**src/rtl/memoredf_pkg.sv**
```systemverilog
`default_nettype none
// ============================================================================
//  Module      : memoredf_pkg
//  Description : Shared types and constants for the MemorEDF request path
//                (EDF scheduler and budget regulator).
//  Revision    : 1.0 - initial release
// ============================================================================
package memoredf_pkg;

    localparam int DEFAULT_NUMBER_OF_QUEUES = 4;
    localparam int DEFAULT_REGISTER_SIZE    = 8;
    localparam int ID_WIDTH                 = $clog2(DEFAULT_NUMBER_OF_QUEUES);

    typedef logic [ID_WIDTH-1:0]              queue_id_t;
    typedef logic [DEFAULT_REGISTER_SIZE-1:0] countdown_t;

    typedef enum logic [0:0] {
        IDLE  = 1'b0,
        OFFER = 1'b1
    } state_t;

endpackage : memoredf_pkg
`default_nettype wire

```
**src/rtl/edf_argmin.sv**
```systemverilog
`default_nettype none
// ============================================================================
//  Module      : edf_argmin
//  Description : Combinational minimum-search tree over the eligible queues.
//                Returns the index of the smallest countdown, lowest index
//                winning ties, plus a flag saying any queue was eligible.
//  Revision    : 1.0 - initial release
// ============================================================================
module edf_argmin #(
    parameter int NUMBER_OF_QUEUES = 4,
    parameter int REGISTER_SIZE    = 8
) (
    input  logic [NUMBER_OF_QUEUES-1:0]         eligible,
    input  logic [REGISTER_SIZE-1:0]            remaining [NUMBER_OF_QUEUES],
    output logic [$clog2(NUMBER_OF_QUEUES)-1:0] winner,
    output logic                                any_eligible
);

    localparam int c_ID_WIDTH = $clog2(NUMBER_OF_QUEUES);
    localparam int c_NODES    = 2 * NUMBER_OF_QUEUES - 1;

    // Heap-ordered tree: node k has children 2k+1 (lower indices) and 2k+2.
    // Leaves sit at NUMBER_OF_QUEUES-1 .. c_NODES-1 in queue order.
    logic                     w_node_vld [c_NODES];
    logic [REGISTER_SIZE-1:0] w_node_val [c_NODES];
    logic [c_ID_WIDTH-1:0]    w_node_idx [c_NODES];

    // Fill leaves, then reduce pairwise up to the root; the left child wins ties.
    always_comb begin
        for (int i = 0; i < NUMBER_OF_QUEUES; i++) begin
            w_node_vld[NUMBER_OF_QUEUES-1+i] = eligible[i];
            w_node_val[NUMBER_OF_QUEUES-1+i] = remaining[i];
            w_node_idx[NUMBER_OF_QUEUES-1+i] = c_ID_WIDTH'(i);
        end
        for (int k = NUMBER_OF_QUEUES - 2; k >= 0; k--) begin
            if (w_node_vld[2*k+1] &&
                (!w_node_vld[2*k+2] || (w_node_val[2*k+1] <= w_node_val[2*k+2]))) begin
                w_node_vld[k] = 1'b1;
                w_node_val[k] = w_node_val[2*k+1];
                w_node_idx[k] = w_node_idx[2*k+1];
            end else begin
                w_node_vld[k] = w_node_vld[2*k+2];
                w_node_val[k] = w_node_val[2*k+2];
                w_node_idx[k] = w_node_idx[2*k+2];
            end
        end
    end

    assign winner       = w_node_idx[0];
    assign any_eligible = w_node_vld[0];

endmodule : edf_argmin
`default_nettype wire

```
**src/rtl/edf_scheduler.sv**
```systemverilog
`default_nettype none
// ============================================================================
//  Module      : edf_scheduler
//  Description : Earliest-deadline-first queue scheduler. Keeps a countdown to
//                each queue's next deadline, offers the non-empty queue with
//                the nearest deadline over valid/ready, and pulses a per-queue
//                miss flag when a pending deadline expires.
//  Revision    : 1.0 - initial release
// ============================================================================
module edf_scheduler #(
    parameter int NUMBER_OF_QUEUES = 4,
    parameter int REGISTER_SIZE    = 8
) (
    input  logic                                          clock,
    input  logic                                          reset,
    input  logic [NUMBER_OF_QUEUES-1:0][REGISTER_SIZE-1:0] periods,
    input  logic [NUMBER_OF_QUEUES-1:0]                   empty,
    input  logic                                          ready,
    output logic                                          valid,
    output logic [$clog2(NUMBER_OF_QUEUES)-1:0]           selection,
    output logic [NUMBER_OF_QUEUES-1:0]                   miss
);

    import memoredf_pkg::*;

    localparam int c_ID_WIDTH = $clog2(NUMBER_OF_QUEUES);

    logic [REGISTER_SIZE-1:0]    r_remaining [NUMBER_OF_QUEUES];
    logic [NUMBER_OF_QUEUES-1:0] r_miss;
    logic                        r_valid;
    logic [c_ID_WIDTH-1:0]       r_selection;
    state_t                      r_state;

    state_t                      w_state_next;
    logic                        w_valid_next;
    logic [c_ID_WIDTH-1:0]       w_selection_next;
    logic [NUMBER_OF_QUEUES-1:0] w_eligible;
    logic [NUMBER_OF_QUEUES-1:0] w_grant_vec;
    logic [c_ID_WIDTH-1:0]       w_winner;
    logic                        w_any_eligible;
    logic                        w_grant;

    assign w_grant = (r_state == OFFER) && ready;

    // Per-queue eligibility and one-hot grant decode.
    always_comb begin
        for (int i = 0; i < NUMBER_OF_QUEUES; i++) begin
            w_eligible[i]  = !empty[i] && (periods[i] != '0);
            w_grant_vec[i] = w_grant && (r_selection == c_ID_WIDTH'(i));
        end
    end

    edf_argmin #(
        .NUMBER_OF_QUEUES (NUMBER_OF_QUEUES),
        .REGISTER_SIZE    (REGISTER_SIZE)
    ) u_argmin (
        .eligible     (w_eligible),
        .remaining    (r_remaining),
        .winner       (w_winner),
        .any_eligible (w_any_eligible)
    );

    // Deadline countdowns: reload on reset or grant, otherwise saturating decrement.
    always_ff @(posedge clock) begin
        for (int i = 0; i < NUMBER_OF_QUEUES; i++) begin
            if (reset || w_grant_vec[i]) begin
                r_remaining[i] <= periods[i];
            end else if (r_remaining[i] != '0) begin
                r_remaining[i] <= r_remaining[i] - REGISTER_SIZE'(1);
            end
        end
    end

    // Miss pulse on the 1 -> 0 step of a pending, ungranted queue; a countdown
    // parked at zero cannot retrigger it.
    always_ff @(posedge clock) begin
        for (int i = 0; i < NUMBER_OF_QUEUES; i++) begin
            if (reset) begin
                r_miss[i] <= 1'b0;
            end else begin
                r_miss[i] <= (r_remaining[i] == REGISTER_SIZE'(1)) && !empty[i] && !w_grant_vec[i];
            end
        end
    end

    // FSM state and registered offer outputs.
    always_ff @(posedge clock) begin
        if (reset) begin
            r_state     <= IDLE;
            r_valid     <= 1'b0;
            r_selection <= '0;
        end else begin
            r_state     <= w_state_next;
            r_valid     <= w_valid_next;
            r_selection <= w_selection_next;
        end
    end

    // Next-state logic: latch the winner in IDLE; in OFFER a grant beats a withdraw.
    always_comb begin
        w_state_next     = r_state;
        w_valid_next     = r_valid;
        w_selection_next = r_selection;
        case (r_state)
            IDLE: begin
                if (w_any_eligible) begin
                    w_state_next     = OFFER;
                    w_valid_next     = 1'b1;
                    w_selection_next = w_winner;
                end
            end
            OFFER: begin
                if (ready) begin
                    w_state_next = IDLE;
                    w_valid_next = 1'b0;
                end else if (empty[r_selection] || (periods[r_selection] == '0)) begin
                    w_state_next = IDLE;
                    w_valid_next = 1'b0;
                end
            end
            default: begin
                w_state_next = IDLE;
                w_valid_next = 1'b0;
            end
        endcase
    end

    assign valid     = r_valid;
    assign selection = r_selection;
    assign miss      = r_miss;

endmodule : edf_scheduler
`default_nettype wire

```
**config.mk**
```make
export PLATFORM = sky130hd
export DESIGN_NAME = edf_scheduler
export DESIGN_NICKNAME = d
export VERILOG_FILES = /design/src/rtl/memoredf_pkg.sv /design/src/rtl/edf_argmin.sv /design/src/rtl/edf_scheduler.sv
export SDC_FILE = /design/constraint.sdc
export NUM_CORES = 1
export LEC_CHECK = 0
export ABC_AREA = 1
export CAP_MARGIN = 20
export CORE_ASPECT_RATIO = 1.1
export CORE_MARGIN = 10
export CORE_UTILIZATION = 48
export DETAILED_ROUTE_END_ITERATION = 8
export GPL_ROUTABILITY_DRIVEN = 1
export PLACE_DENSITY = 0.74
export SLEW_MARGIN = 20
export SYNTH_ARGS = -nofsm -noshare
export SYNTH_HDL_FRONTEND = slang
export SYNTH_SLANG_ARGS = --single-unit
```
**constraint.sdc**
```tcl
create_clock -name clock -period 3.9 [get_ports clock]
set_input_delay 0.78 -clock clock [delete_from_list [all_inputs] [get_ports clock]]
set_output_delay 0.78 -clock clock [all_outputs]
set_load 0.02 [all_outputs]
```
[After elaboration in Yosys (flattened, before gate mapping)]
Index checks and enable logic that the tools add are counted.
Storage, ports and cells
  word-level logic and storage cells: 109
  output and inout port bits: 7
  register bits after elaboration: 40
  input bits: 39
Cells by class
  add/sub/neg operators: 4
  reduce and logical (&&, ||, !) cells: 55
  order comparisons: 4
  bitwise logic cells: 1
  muxes and demuxes: 28
  eq/ne operators: 9
Operator list (number)
  two-way mux 8 bit: 11
  nonzero test 8 bit: 8
  == test 8 x 1 -> 1 bit (second input constant): 4
  subtractor 8 x 1 -> 8 bit (second input constant): 4
  less-or-equal comparator 8 bit: 3
  logical AND 1 bit: 20
  binary-select mux 8 bit (select 2 bit): 1
  two-way mux 1 bit: 12
  logical NOT 1 bit: 11
  logical NOT 8 bit: 1
  logical OR 1 bit: 8
  nonzero test 2 bit: 4
  == test 2 bit (second input constant): 2
  one-hot mux 1 bit (2 select lines): 2
  AND reduction 2 bit: 2
  < comparator 2 x 3 -> 1 bit (second input constant): 1
  != test 3 x 2 -> 1 bit (second input constant): 1
  binary-select mux 1 bit (select 2 bit): 1
  == test 2 x 1 -> 1 bit (second input constant): 1
  logical NOT 2 bit: 1
  two-way mux 2 bit: 1
  != test 2 x 1 -> 1 bit (second input constant): 1
  NOT 1 bit: 1

[Longest topological paths before layout]
  word-level depth: 12
  depth in mapped cells: 27
  depth with buffers taken out: 27

[By module]
A second synthesis with hierarchy kept.
Second synthesis, totals
  cell total of the unflattened synthesis: 460
  area, all modules: 3493.4 µm²
Modules (own cells, without submodules)
  edf_scheduler: area an instance 2528.7 µm², cells an instance 293, instances 1
  edf_argmin: area an instance 964.7 µm², cells an instance 167, instances 1

[Least setup slack after synthesis]
No wires, ideal clock.
  kind: input-to-reg
  from: input periods[15] in the netlist's numbering
  to: register r_selection[0], in the netlist selection[0]
  cell stages on the path: 22
  data required time: 3.791 ns
  arrival time: 2.478 ns
  path buffers: 1
  setup slack: 1.313 ns
  cells stage by stage: nor2_1 nand2_1 o21ai_2 nor2_1 nand2_1 nand2_2 buf_6 nand2_1 o21ai_1 ha_1 nand2_1 inv_1 nand2_1 nand2_1 nand2_1 nand2_1 nand3_1 nand2_1 nand3_1 nand3_1 nand2_1 inv_1
On the way
  word-level cells in the longest chain between the ends: 11
Ends and longest elaborated chain
  from (decl): line edf_scheduler.sv:16  | input logic [NUMBER_OF_QUEUES-1:0][REGISTER_SIZE-1:0] periods,
  nonzero test 8 bit *: line edf_scheduler.sv:48  | w_eligible[i] = !empty[i] && (periods[i] != '0);
  logical AND 1 bit *: line edf_scheduler.sv:48
  logical NOT 1 bit: line edf_argmin.sv:37  | (!w_node_vld[2*k+2] || (w_node_val[2*k+1] <= w_node_val[2*k+2]))) begin
  logical OR 1 bit: line edf_argmin.sv:37
  logical AND 1 bit: line edf_argmin.sv:36  | if (w_node_vld[2*k+1] &&
  two-way mux 8 bit: line edf_argmin.sv:36
  less-or-equal comparator 8 bit: line edf_argmin.sv:37
  logical OR 1 bit: line edf_argmin.sv:37
  logical AND 1 bit: line edf_argmin.sv:36
  two-way mux 1 bit: line edf_argmin.sv:36
  AND reduction 2 bit (no line)
  to (signal assigned): line edf_scheduler.sv:95  | r_selection <= w_selection_next;
  to (decl): line edf_scheduler.sv:31  | logic [c_ID_WIDTH-1:0] r_selection;
Mark *: on every way between the ends. The rest lies on a longest branch, timed or not.
A chain may end at the register's enable or synchronous reset.

[Final worst setup path]
Ends and elaborated chain as after synthesis.

==> results.py <==
metrics = {
    "synth": {
        "syn-num-nets": 510,
        "ys_types": 39,
        "synthesis.area_sq_um": 3260,
        "yosys.area.top_type": "edfxtp_1",
        "ys_seq_area_frac": 0.344,
        "synth_area_leaders": "edfxtp_1 (30%), ha_1 (12%), nand2_1 (12%)",
        "synth_edf_count": 32,
        "synth.avg_cell_area_sq_um": 7.42,
        "synth.top_cell.area_share": 0.295,
        "syn_inst": 439,
        "ys_seq_elements": 40,
        "yosys_warnings": 0,
        "synth_ff_type": "edfxtp_1",
        "async_flop_share": 0,
    },
    "layout": {
        "num-fill-cells": 636,
        "diodes": 0,
        "nets": 559,
        "area_delta_synth_final_pct": 18.6,
        "final_cell_mix": "nand2_1 (106), nor2_1 (71), inv_1 (50)",
        "mostFrequentLayoutCell": "nand2_1",
        "drive_above_1_share": 0.0881,
    },
    "critical_path": {
        "crit_path_max_fanout": 17,
        "r2r_end": "selection[0]",
        "worstSetupEndpointType": "register",
        "reg2reg_from": "r_remaining[24]",
        "rrSetupSlack_ps": 990,
        "crit_path_start_kind": "primary input",
        "r2r_cells": 23,
        "required_ps": 4100,
        "crit_arrival_ps": 3240,
        "path_class": "primary input to register",
    },
    "grt": {
        "grt_pass1_wl_um": 13400,
        "track_usage": 0.151,
        "grt_overflow_total": 0,
        "grt_start_max_net_pins": 18,
        "antenna_found_initial": 0,
        "grt_pass1_vias": 2908,
    },
    "min_path": {
        "worstHoldPathType": "register to register",
        "hp-start": "valid",
        "min_to": "valid",
        "min_path_cells": 2,
    },
    "timing": {
        "setup_viol": 0,
        "slew_viol_final": 0,
        "fmax_mhz": 329,
        "period_share": 0.779,
        "hold_viol": 0,
        "finClkSkew_ps": 7.42,
        "setup_tns_ps": 0,
        "fin_crit_ps": 3040,
        "whs_ps": 510,
        "rsz0062_at_grt": "no",
        "relSlewSlack": 0.698,
        "worst-slew-pin-transition_ps": 449,
    },
    "status": {
        "outcome": "finished, final reports clean",
    },
    "floorplan": {
        "die_x_um": 98.5,
        "io-pin-count": 46,
        "core.rowCount": 31,
        "chipHeight_um": 106,
        "coreArea_sq_um": 6590,
        "initial_core_util": 0.494,
        "die_area_sq_um": 10500,
    },
    "drt": {
        "drtIter0Drc": 100,
        "drc_errors": 0,
        "drt-total-wl_um": 7760,
        "routedWlPerCell_um": 13.6,
        "route.vias.total": 2965,
        "first_pass_iters": 4,
        "ant_nets": 0,
        "via_per_inst": 5.20,
    },
    "clocking": {
        "cts_tree": "yes",
        "clk_pin_slew_ps": 80,
        "post-cts-setup-buffers": 0,
        "h-tree-depth": 2,
        "post_cts_resized": 0,
        "cts-root-buf": "clkbuf_8",
        "clk_latency_ps": 290,
        "clock-sinks": 40,
        "cts_buffer_depth": 2,
        "cts_hold_buf": 0,
        "numCtsBuffers": 5,
    },
    "power_and_ir_drop": {
        "vdd_drop_max_mv": 0.173,
        "p_leak_nw": 1.76,
        "p_per_area_nw_per_um2": 375,
    },
    "placed_design": {
        "place.detailed.hpwl_um": 6400,
        "portBuffers": 45,
        "gp_congestion": 0.911,
    },
    "run": {
        "drv_cap": 0,
    },
}
==> worst max-delay path, cell delays in order <==
cell and delay (ps):
clkdlybuf4s50_1 420, nor2_1 110, nand2_1 110, o21ai_2 190
nor2_1 60, nand2_1 80, nand2_2 190, nand2_1 120
o21ai_1 100, ha_1 340, nand2_1 80, inv_1 50
nand2_1 60, nand2_1 40, nand2_1 50, nand2_1 50
nand3_1 80, nand2_1 70, nand3_1 70, nand3_1 80
nand2_1 60, inv_1 40
==> area by class of cell <==
type                    instances  area [sq um]  area share
multi-input cells             334          1870       0.483
flip-flops and latches         40          1120       0.290
repair buffers                 47           465       0.121
inverters                      60           229      0.0593
well taps                      82           103      0.0266
clock buffers                   6          72.6      0.0188
clock inverters                 1          5.00     0.00130
==> logic make-up after synthesis <==
kind of cell             Yosys count  synth area share
buffers and inverters             65            0.0826
XOR/XNOR                           9            0.0242
AND/OR/NAND/NOR                  215             0.276
flip-flops                        40             0.344
AO/OA/AOI/OAI                     78             0.150
adder cells (fa/ha/maj)           32             0.123
==> power breakdown <==
group | switching [mW] | internal (mW) | leakage [nW]
combinational | 0.326 | 0.242 | 1.31
clock | 0.146 | 0.122 | 0.0410
sequential | 0.0766 | 0.536 | 0.406
==> Yosys cell counts, drive strengths merged (2+ instances only) <==
| cell | count |
|---|---|
| inv | 59 |
| nand4 | 5 |
| nand2 | 110 |
| buf | 5 |
| o21a | 2 |
| dfxtp | 8 |
| xor2 | 5 |
| nor2 | 75 |
| nor3 | 3 |
| a31oi | 11 |
| edfxtp | 32 |
| nor4 | 2 |
| a21o | 2 |
| xnor2 | 4 |
| nand3 | 14 |
| ha | 32 |
| o211ai | 3 |
| o21ai | 43 |
| a21oi | 15 |
| or2 | 5 |
==> through the flow <==
stage	instance area (sq um)	instances	util	power [mW]	setup slack [ps]
6_report	3860	570	0.586	1.45	863
5_1_grt	3860	570	0.586	1.57	509
4_1_cts	3860	570	0.586	1.45	851
3_5_place_dp	3780	563	0.574	1.19	544
3_3_place_gp	3780	563	0.574	1.17	582
2_1_floorplan	3260	439	-	1.02	1310
==> layer usage <==
layer | up-vias | part of all wire | track usage | wire length [um]
met5 | - | 0 | 0 | 0
met4 | 0 | 0.0068 | 0.0338 | 53
met3 | 4 | 0.063 | 0.0350 | 492
met2 | 86 | 0.47 | 0.253 | 3630
met1 | 1319 | 0.46 | 0.193 | 3590
li1 | 1556 | - | - | -
==> registers in the layout, indices dropped and copies added (netlist names) <==
register,flops
selection,2
valid,1
miss,4
r_state,1
r_remaining,32
==> how the worst max path moves through the flow <==
| stage | start | endpoint | slack [ps] | cells after the start |
|---|---|---|---|---|
| 2_1_floorplan | periods[15] | selection[0] | 1310 | 22 |
| 3_3_place_gp | periods[15] | selection[0] | 580 | 19 |
| 4_1_cts | periods[15] | selection[0] | 850 | 22 |
| 5_1_grt | periods[24] | selection[0] | 510 | 19 |
| 6_report | periods[15] | selection[0] | 860 | 22 |
| 3_5_place_dp | periods[30] | selection[0] | 540 | 19 |
(Power assumes the default switching activity.)
